==> config.mk <==
export PLATFORM = sky130hd
export DESIGN_NAME = kf6845_horizontal_mode_loader
export DESIGN_NICKNAME = d
export VERILOG_FILES = /design/src/rtl/kf6845_horizontal_mode_loader.sv
export SDC_FILE = /design/constraint.sdc
export NUM_CORES = 1
export LEC_CHECK = 0
export CORE_UTILIZATION = 46
export CTS_CLUSTER_DIAMETER = 150
export DETAILED_ROUTE_END_ITERATION = 10
export PLACE_DENSITY = 0.75
export SLEW_MARGIN = 20
export SYNTH_ARGS = -nofsm -noshare
export SYNTH_HDL_FRONTEND = slang
export SYNTH_SLANG_ARGS = --single-unit
==> constraint.sdc <==
create_clock -name clock -period 1.5 [get_ports clock]
set_clock_uncertainty 0.1 [all_clocks]
set_input_delay 0.3 -clock clock [delete_from_list [all_inputs] [get_ports clock]]
set_output_delay 0.3 -clock clock [all_outputs]
set_load 0.01 [all_outputs]
==> src/rtl/kf6845_horizontal_mode_loader.sv <==
// kf6845_horizontal_mode_loader
// Shares the internal data bus and the four horizontal write strobes between
// the CPU register-write path and an automatic 40/80-column mode loader.
// Every output is a register. The combinational block computes what the
// outputs should show in the next cycle, and one register block captures it.
//
// Handshake: cpu_ready is a registered level. A cpu_write pulse is accepted
// only in a cycle where cpu_ready is 1; otherwise the write is dropped.
// Accepted writes either issue a strobe on the next cycle or, while the loader
// owns the bus, park in a one-entry pending buffer. That buffer is drained in
// the FINISH cycle, and cpu_ready stays 0 while the buffer is full.
module kf6845_horizontal_mode_loader #(
    parameter logic [31:0] MODE0_TABLE = 32'h0A_2D_28_38,
    parameter logic [31:0] MODE1_TABLE = 32'h0A_5A_50_71
) (
    input  logic       clock,
    input  logic       reset_n,
    input  logic       video_clock_enable,
    input  logic       horizontal,
    input  logic       mode_request,
    input  logic       mode_select,
    input  logic       cpu_write,
    input  logic [1:0] cpu_register_select,
    input  logic [7:0] cpu_data,
    output logic       cpu_ready,
    output logic [7:0] internal_data_bus,
    output logic       write_horizontal_total_register,
    output logic       write_horizontal_displayed_register,
    output logic       write_horizontal_sync_position_register,
    output logic       write_horizontal_sync_width_register,
    output logic       busy,
    output logic       load_done,
    output logic       loaded_mode
);

    typedef enum logic [2:0] {
        ST_IDLE      = 3'd0,
        ST_WAIT_LINE = 3'd1,
        ST_WR_TOTAL  = 3'd2,
        ST_WR_DISP   = 3'd3,
        ST_WR_SPOS   = 3'd4,
        ST_WR_SWID   = 3'd5,
        ST_FINISH    = 3'd6
    } state_t;

    // Register select encoding shared by the CPU path and the loader
    localparam logic [1:0] SEL_TOTAL = 2'd0;
    localparam logic [1:0] SEL_DISP  = 2'd1;
    localparam logic [1:0] SEL_SPOS  = 2'd2;
    localparam logic [1:0] SEL_SWID  = 2'd3;

    // State and datapath registers
    state_t     r_state;
    logic       r_mode_latch;
    logic       r_pend_valid;
    logic [1:0] r_pend_sel;
    logic [7:0] r_pend_data;
    logic [7:0] r_bus;
    logic [3:0] r_strobe;      // bit index equals register select
    logic       r_busy;
    logic       r_load_done;
    logic       r_cpu_ready;
    logic       r_loaded_mode;

    // Next-cycle values from the combinational block
    state_t     w_next_state;
    logic       w_latch_mode;
    logic       w_issue;
    logic [1:0] w_issue_sel;
    logic [7:0] w_issue_data;
    logic       w_pend_set;
    logic       w_pend_clear;
    logic       w_next_pend_valid;
    logic       w_next_busy;
    logic       w_next_done;
    logic       w_next_loaded;
    logic       w_cpu_accept;
    logic       w_line_start;

    // Table bytes of the latched mode; only the low nibble of sync width is used
    logic [7:0] w_tbl_total;
    logic [7:0] w_tbl_disp;
    logic [7:0] w_tbl_spos;
    logic [7:0] w_tbl_swid;

    // Select the timing set of the latched mode
    always_comb begin
        if (r_mode_latch) begin
            w_tbl_total = MODE1_TABLE[7:0];
            w_tbl_disp  = MODE1_TABLE[15:8];
            w_tbl_spos  = MODE1_TABLE[23:16];
            w_tbl_swid  = {4'h0, MODE1_TABLE[27:24]};
        end else begin
            w_tbl_total = MODE0_TABLE[7:0];
            w_tbl_disp  = MODE0_TABLE[15:8];
            w_tbl_spos  = MODE0_TABLE[23:16];
            w_tbl_swid  = {4'h0, MODE0_TABLE[27:24]};
        end
    end

    assign w_cpu_accept = cpu_write & r_cpu_ready;
    assign w_line_start = horizontal & video_clock_enable;

    // Next-state logic, bus arbitration and pending-buffer control
    always_comb begin
        w_next_state = r_state;
        w_latch_mode = 1'b0;
        w_issue      = 1'b0;
        w_issue_sel  = SEL_TOTAL;
        w_issue_data = 8'h00;
        w_pend_set   = 1'b0;
        w_pend_clear = 1'b0;
        w_next_busy  = r_busy;
        w_next_done  = 1'b0;
        w_next_loaded = r_loaded_mode;

        case (r_state)
            ST_IDLE: begin
                // A same-cycle CPU write still issues; the loader waits for
                // a line boundary, so there is no bus conflict.
                if (mode_request) begin
                    w_latch_mode = 1'b1;
                    w_next_state = ST_WAIT_LINE;
                    w_next_busy  = 1'b1;
                end
                if (w_cpu_accept) begin
                    w_issue      = 1'b1;
                    w_issue_sel  = cpu_register_select;
                    w_issue_data = cpu_data;
                end
            end

            ST_WAIT_LINE: begin
                // mode_request is ignored here, and there is no timeout.
                w_next_busy = 1'b1;
                if (w_line_start) begin
                    w_next_state = ST_WR_TOTAL;
                    w_issue      = 1'b1;
                    w_issue_sel  = SEL_TOTAL;
                    w_issue_data = w_tbl_total;
                    w_pend_set   = w_cpu_accept;
                end else if (w_cpu_accept) begin
                    w_issue      = 1'b1;
                    w_issue_sel  = cpu_register_select;
                    w_issue_data = cpu_data;
                end
            end

            ST_WR_TOTAL: begin
                w_next_state = ST_WR_DISP;
                w_issue      = 1'b1;
                w_issue_sel  = SEL_DISP;
                w_issue_data = w_tbl_disp;
                w_pend_set   = w_cpu_accept;
            end

            ST_WR_DISP: begin
                w_next_state = ST_WR_SPOS;
                w_issue      = 1'b1;
                w_issue_sel  = SEL_SPOS;
                w_issue_data = w_tbl_spos;
                w_pend_set   = w_cpu_accept;
            end

            ST_WR_SPOS: begin
                w_next_state = ST_WR_SWID;
                w_issue      = 1'b1;
                w_issue_sel  = SEL_SWID;
                w_issue_data = w_tbl_swid;
                w_pend_set   = w_cpu_accept;
            end

            ST_WR_SWID: begin
                // The FINISH cycle shows load_done and drains any parked write.
                // A write accepted now would land in the buffer and drain in
                // the same FINISH cycle, so it goes straight to the bus.
                w_next_state  = ST_FINISH;
                w_next_busy   = 1'b0;
                w_next_done   = 1'b1;
                w_next_loaded = r_mode_latch;
                if (r_pend_valid) begin
                    w_issue      = 1'b1;
                    w_issue_sel  = r_pend_sel;
                    w_issue_data = r_pend_data;
                    w_pend_clear = 1'b1;
                end else if (w_cpu_accept) begin
                    w_issue      = 1'b1;
                    w_issue_sel  = cpu_register_select;
                    w_issue_data = cpu_data;
                end
            end

            ST_FINISH: begin
                // The loader no longer owns the bus; a request here is dropped.
                w_next_state = ST_IDLE;
                if (w_cpu_accept) begin
                    w_issue      = 1'b1;
                    w_issue_sel  = cpu_register_select;
                    w_issue_data = cpu_data;
                end
            end

            default: begin
                w_next_state = ST_IDLE;
                w_next_busy  = 1'b0;
            end
        endcase

        w_next_pend_valid = w_pend_set | (r_pend_valid & ~w_pend_clear);
    end

    // State register and registered outputs; reset aborts any load in flight
    always_ff @(posedge clock or negedge reset_n) begin
        if (!reset_n) begin
            r_state       <= ST_IDLE;
            r_mode_latch  <= 1'b0;
            r_pend_valid  <= 1'b0;
            r_pend_sel    <= 2'd0;
            r_pend_data   <= 8'h00;
            r_bus         <= 8'h00;
            r_strobe      <= 4'b0000;
            r_busy        <= 1'b0;
            r_load_done   <= 1'b0;
            r_cpu_ready   <= 1'b1;
            r_loaded_mode <= 1'b0;
        end else begin
            r_state       <= w_next_state;
            r_busy        <= w_next_busy;
            r_load_done   <= w_next_done;
            r_loaded_mode <= w_next_loaded;
            r_pend_valid  <= w_next_pend_valid;
            r_cpu_ready   <= ~w_next_pend_valid;
            if (w_latch_mode) begin
                r_mode_latch <= mode_select;
            end
            if (w_pend_set) begin
                r_pend_sel  <= cpu_register_select;
                r_pend_data <= cpu_data;
            end
            if (w_issue) begin
                r_strobe <= 4'b0001 << w_issue_sel;
                r_bus    <= w_issue_data;
            end else begin
                r_strobe <= 4'b0000;
            end
        end
    end

    assign cpu_ready                               = r_cpu_ready;
    assign internal_data_bus                       = r_bus;
    assign write_horizontal_total_register         = r_strobe[SEL_TOTAL];
    assign write_horizontal_displayed_register     = r_strobe[SEL_DISP];
    assign write_horizontal_sync_position_register = r_strobe[SEL_SPOS];
    assign write_horizontal_sync_width_register    = r_strobe[SEL_SWID];
    assign busy                                    = r_busy;
    assign load_done                               = r_load_done;
    assign loaded_mode                             = r_loaded_mode;

endmodule

==> results.txt <==
----------------------------------------------------
[CTS]
  Num Clock Sinks ... 31
  TritonCTS clock tree ... built
  Clock root buffer ... sky130_fd_sc_hd__clkbuf_8
  Clock slew seen by the registers of the worst setup and hold paths ... 60 ps
  Total clock buffers created by CTS ... 5
  Number of buffers on the longest clock path ... 2
  Hold_buf cts ... 0
  H-Tree Depth ... 2
  Worst-skew pair later-pin latency ... 300 ps

[STA]
  Maximum clock frequency ... 613 MHz
  Final-report max-slew violation count ... 0
  Max transition margin ... 72.6%
  Final setup violation count ... 23
  Final WS setup ... -130 ps
  Post-route clock period utilization ... 109%
  Hold WS ... 251 ps
  Unrepaired setup endpoints after global routing ... yes
  Final Hold Vio Count ... 0
  Shortest period the worst path allows ... 1630 ps
  Worst-Margin Slew ... 411 ps

[Floorplan]
  Number of core rows ... 21
  Vertical die dimension ... 63.1 microns
  CORE AREA ... 0.00347 sq mm
  I/O Pins ... 33
  Die footprint ... 0.00399 sq mm
  Initial cell density of the core ... 49.6%
  Die extent in x ... 63.1 microns

[Yosys]
  Syn Inst Count ... 155
  Part of the Yosys area used for sequential elements ... 45.2%
  Number of distinct standard cells referenced by the synthesized netlist ... 48
  Total number of yosys warnings ... 0
  Syn_area_per_cell ... 11.1 sq um
  Syn nets ... 172
  Mapped cell area ... 0.00172 sq mm
  Async S/R FF share, synth ... 100%
  Top_reg_cell synth ... sky130_fd_sc_hd__dfrtp_1
  Synth top cells by count ... sky130_fd_sc_hd__dfrtp_1, sky130_fd_sc_hd__nand2_1, sky130_fd_sc_hd__nor2_1
  EDFF count, synth ... 0
  Most frequent cell after synthesis ... sky130_fd_sc_hd__dfrtp_1
  Post-synth top area share ... 43.7%
  Area contributors post-synth ... sky130_fd_sc_hd__dfrtp_1, sky130_fd_sc_hd__mux2_4, sky130_fd_sc_hd__a221o_1, sky130_fd_sc_hd__nand2_1, sky130_fd_sc_hd__mux2_1
  Total of flip-flops plus latches after synthesis ... 31
  Library cell occupying the most area in the post-synthesis netlist ... sky130_fd_sc_hd__dfrtp_1

[Power]
  Worst IR Drop VDD ... 1350 uV
  Leakage power summed over all cells ... 1.29 nW
  Power density of the placed cells ... 2190 mW/mm^2

[Route]
  Vias per cell ... 5.84
  Wire per inst ... 18.7 microns
  First-pass iteration count of the detailed router ... 4
  Starting DRC count in detailed routing ... 94
  Via Count ... 1659
  Residual DRC count ... 0
  Detailed-route wire length ... 5310 microns
  ANT nets after route ... 0

[Setup path]
  Beginning of the critical path ... r_state[0]$_DFFE_PN0P_
  Required time of the critical path ... 1580 ps
  Slowest CP cell ... sky130_fd_sc_hd__dfrtp_2
  CP cell instances ... buf_6 -> and2b_2 -> a32oi_2 -> o21ai_1 -> a211o_1
  Largest stage delay, worst path ... 470 ps
  Startpoint class of the critical path ... flip-flop
  Setup Crit Path Kind ... reg -> reg
  Data arrival time of the critical path ... 1710 ps
  Critical Path Sink Type ... flip-flop
  Largest driver fanout on the critical path ... 7
  FF-to-FF Start ... r_state[0]$_DFFE_PN0P_

[Cells and area]
  Multi-input gate area in the final layout ... 0.00101 sq mm
  Number of diodes ... 0
  FF+latch area ... 779 sq um
  Final std cell area, no fill ... 0.00271 sq mm
  Fraction of layout instances using a drive strength above 1 ... 42.9%
  Area Growth Syn to Fin ... 57.6%
  Count of non-filler cells in the finished layout ... 284
  Fill cells ... 222
  Final core utilization ... 78.1%
  Net count, final ... 254

[Global route]
  Wire length of the first global-routing pass ... 8560 microns
  Aggregate global routing overflow ... 0
  Pin count of the biggest net entering global routing ... 21
  Number of antenna violations at the first check in global routing ... 0
  Overall global routing resource usage ... 28.8%
  Number of global-route vias before repair ... 1769

[Place]
  Buffers added on ports ... 32
  Cell Area, Placed ... 0.00240 sq mm
  Placer congestion estimate ... 0.872
  Number of placed instances, taps included ... 268
  Estimated wirelength of the detail-placed design ... 3470 microns

[Outcome]
  Violated checks ... setup timing
  Run status ... finished with violations

[Run]
  Number of maximum-capacitance violations ... 0

[Worst hold path]
  Hold/Removal Path Class ... in -> async

----------------------------------------------------
==> timing repair <==
action                     4_1_cts  5_1_grt
setup buffers                    6        2
pin swaps                       19        9
setup endpoints to repair       41       28
gates resized for setup         50       10
gates cloned                     1        0
hold endpoints to repair         0        0
==> worst max-delay path: cells and delay by family, from the launching register on <==
family | cells | cell delay [ps]
flops | 1 | 470
compound gates | 3 | 560
simple gates | 1 | 240
buf+inv | 1 | 150
==> kinds of logic (layout without fill, tap and decap cells) <==
logic type / count (synthesis) / in the layout / synth area share (%)
simple gates: 55 / 55 / 18.6
buf+inv: 12 / 95 / 4.51
mux: 12 / 12 / 9.61
compound gates: 45 / 45 / 22.1
flops: 31 / 31 / 45.2
==> sequential cells by signal, summed over array words and instances, names as in the netlist <==
name and count:
r_strobe 4, cpu_ready 1, r_pend_data 8, r_pend_sel 2, r_pend_valid 1, load_done 1
busy 1, loaded_mode 1, r_mode_latch 1, r_state 3, internal_data_bus 8
==> cell usage in the layout, fill, tap and decap left out, types with 4 or more instances in the layout <==
cell type	netlist	layout
sky130_fd_sc_hd__a221o_1	8	8
sky130_fd_sc_hd__nand2_1	13	12
sky130_fd_sc_hd__clkdlybuf4s50_1	0	13
sky130_fd_sc_hd__buf_4	4	38
sky130_fd_sc_hd__nand4b_1	4	4
sky130_fd_sc_hd__dfrtp_1	30	28
sky130_fd_sc_hd__nor2_1	10	8
sky130_fd_sc_hd__mux2_4	8	11
sky130_fd_sc_hd__and2_1	4	4
sky130_fd_sc_hd__a21o_1	4	4
sky130_fd_sc_hd__a21oi_1	6	4
sky130_fd_sc_hd__buf_6	2	12
sky130_fd_sc_hd__clkbuf_8	0	6
sky130_fd_sc_hd__dlygate4sd2_1	0	18
==> path summary, 6_finish.rpt <==
kind / endpoint / slack [ps] / cells past startpoint
min in group clock: internal_data_bus[7]$_DFFE_PN0P_ / 410 / 1
min reg2reg: internal_data_bus[7]$_DFFE_PN0P_ / 410 / 1
max reg2reg: internal_data_bus[4]$_DFFE_PN0P_ / -130 / 5
min: r_state[0]$_DFFE_PN0P_ / 250 / 2
max: internal_data_bus[4]$_DFFE_PN0P_ / -130 / 5
max in group asynchronous: internal_data_bus[5]$_DFFE_PN0P_ / 820 / 2
==> metal layers <==
metal,up-vias,share of wire [%],track usage (%)
met5,-,0,0
met4,0,3.7,10.2
met3,25,5.4,6.88
met2,82,51,51.7
met1,802,39,33.0
li1,750,-,-
==> where the power goes <==
group | switching, mW | total [mW] | leakage, nW | internal, mW
sequential | 0.363 | 1.61 | 0.378 | 1.25
clock | 0.323 | 0.860 | 0.0612 | 0.537
combinational | 1.55 | 3.47 | 0.849 | 1.92
total | 2.24 | 5.94 | 1.29 | 3.70
==> through the flow <==
stage               total power [mW]  setup TNS (ps)  worst slack (ps)
floorplan                       3.22            -862             -65.9
global placement                4.41           -8960              -425
detailed placement              4.55           -9860              -471
CTS                             5.74           -2010              -110
global route                    6.23           -3200              -167
finish                          5.94           -2380              -130
==> final cells by class <==
class | instances | share of cell area [%]
multi-input combinational | 112 | 37.1
sequential | 31 | 28.8
timing repair buffer | 84 | 27.2
clock buffer | 6 | 3.05
tap | 46 | 2.12
clock inverter | 2 | 1.29
inverter | 3 | 0.416
(Power assumes the default switching activity.)
==> RTL change, RTL diff (same settings) <==
Put a register stage on the output `write_horizontal_sync_position_register`, without a reset. The value now appears one clock later. The other outputs are not delayed to match.
--- a/src/rtl/kf6845_horizontal_mode_loader.sv
+++ b/src/rtl/kf6845_horizontal_mode_loader.sv
@@ -250,7 +250,9 @@
     assign internal_data_bus                       = r_bus;
     assign write_horizontal_total_register         = r_strobe[SEL_TOTAL];
     assign write_horizontal_displayed_register     = r_strobe[SEL_DISP];
-    assign write_horizontal_sync_position_register = r_strobe[SEL_SPOS];
+    always_ff @(posedge clock) begin
+        write_horizontal_sync_position_register <= r_strobe[SEL_SPOS];
+    end
     assign write_horizontal_sync_width_register    = r_strobe[SEL_SWID];
     assign busy                                    = r_busy;
     assign load_done                               = r_load_done;
Behaviour: not the same (a bounded check fails within 4 cycles, from zero or initial values and one cycle with reset_n low).
==> RTL change against the unedited design <==
The run still ends with negative setup slack left; routed wire length decreased by 2.2%; power increased by 2.3%; critical path type unchanged; setup slack got worse by 0.050 ns; synthesized area about the same; synthesized cell count increased by 1.9%; global-route usage decreased by 3.6 points; clock power increased by 6.4%; largest power group unchanged; maximum frequency decreased by 3.0%; final area increased by 0.92%; sequential cell count increased by 1; critical path depth unchanged; die area about the same.
==> RTL change: results (changes against the unedited design) <==
- Layout non-clock buf frac: 26.44% (-0.80 points)
- Hold WS: 0.2418 ns (-0.009055 ns)
- Final #Nets: 252 (-0.79%)
- Final non-filler cell total: 282 (-0.70%)
- Yosys cell types: 51 (+6.3%)
- Failing checks: negative setup slack
- Critical Path Slowest Stage Cell: dfrtp_2
- Sequential area share after synthesis: 46.39% (+1.2 points)
- Clock-cell share: 4.620% (+0.28 points)
- Placed Cells: 259 (-3.4%)
- Max IR drop VDD: 1.423 mV (+5.7%)
- Tot GR Track Use: 25.22% (-3.6 points)
- CP endpoint: internal_data_bus[6]
- Setup WS pre-CTS: -0.6278 ns (-0.1566 ns)
- Largest net degree at the start of global routing: 32 (+52%)
- Arrival time worst endpoint: 1.75 ns (+0.04 ns)
- Final worst slack: -0.1807 ns (-0.05033 ns)
- GPL Wtd Cong: 0.8949 (+2.6%)
- Wire per inst: 18.42 µm (-1.5%)
- Reg2Reg Depth: 5 (unchanged)
- Status: complete, but fails checks
- Bufs w/o clock: 79 (-6.0%)
- Largest stage delay, worst path: 0.49 ns (+0.02 ns)
- Number of clock buffers in the layout: 7 (+1)
- Clock root buffer master: clkbuf_8
- Core Util, Final: 78.86% (+0.72 points)
- Synth area leaders: dfrtp_1 (44%), mux2_4 (7.0%), a221o_1 (3.5%), nand2_1 (2.8%), a21oi_1 (2.3%)
- Initial drt markers: 162 (+72%)
- Global-route wire length before repair: 7562 µm (-12%)
- Vias in the first global route: 1579 (-11%)
- Syn nets: 175 (+1.7%)
- Critical path's top delay family: flip-flops
- Syn Inst Count: 158 (+1.9%)
- Fill count: 204 (-8.1%)
- DR vias/cell: 5.879 (+0.65%)
- Min-Delay Path Class: flip-flop to flip-flop
- Sequential Area: 800.8 µm² (+2.7%)
- Measured slew at the worst slew-check pin: 0.4577 ns (+0.04703 ns)
- Inverters: 4 (+1)
- Setup violators final: 24 (+4.3%)
- Leak pwr: 0.001273 µW (-1.1%)
- Layout cells sized above 1: 41.53% (-1.3 points)
- Max FO, Critical Path: 6 (-1)
- CTS Sinks: 32 (+3.2%)
- Setup TNS: -3.034 ns (-0.6496 ns)
- Area after DPL: 2331 µm² (-2.8%)
- Async S/R FF share, synth: 96.88% (-3.1 points)
[RTL change: what timing repair did]
item	4_1_cts	5_1_grt
pin swaps	9	11
setup endpoints to repair	42	27
gates cloned	1	1
resized for setup	36	22
setup buffers	6	9
[RTL change: logic make-up (layout without fill, tap and decap cells)]
logic type | Yosys count | count (layout) | share of synthesized area (%)
flops | 32 | 32 | 46.40
buf+inv | 14 | 91 | 5.098
simple gates | 55 | 56 | 17.33
mux | 11 | 11 | 8.959
compound gates | 46 | 46 | 22.22
[RTL change: report_power, final]
group          switching (µW)  internal [µW]  leakage (µW)
combinational            1690           1880      0.000823
clock                     329            586     0.0000645
sequential                316           1280      0.000386
total                    2330           3750       0.00127
[RTL change: routing by layer]
| metal | vias to the layer above | part of all wire, % | GRT usage (%) |
|---|---|---|---|
| met5 | - | 0 | 0 |
| met1 | 813 | 40 | 31.16 |
| met2 | 76 | 51 | 42.74 |
| li1 | 752 | - | - |
| met3 | 17 | 6.1 | 6.703 |
| met4 | 0 | 2.6 | 7.558 |
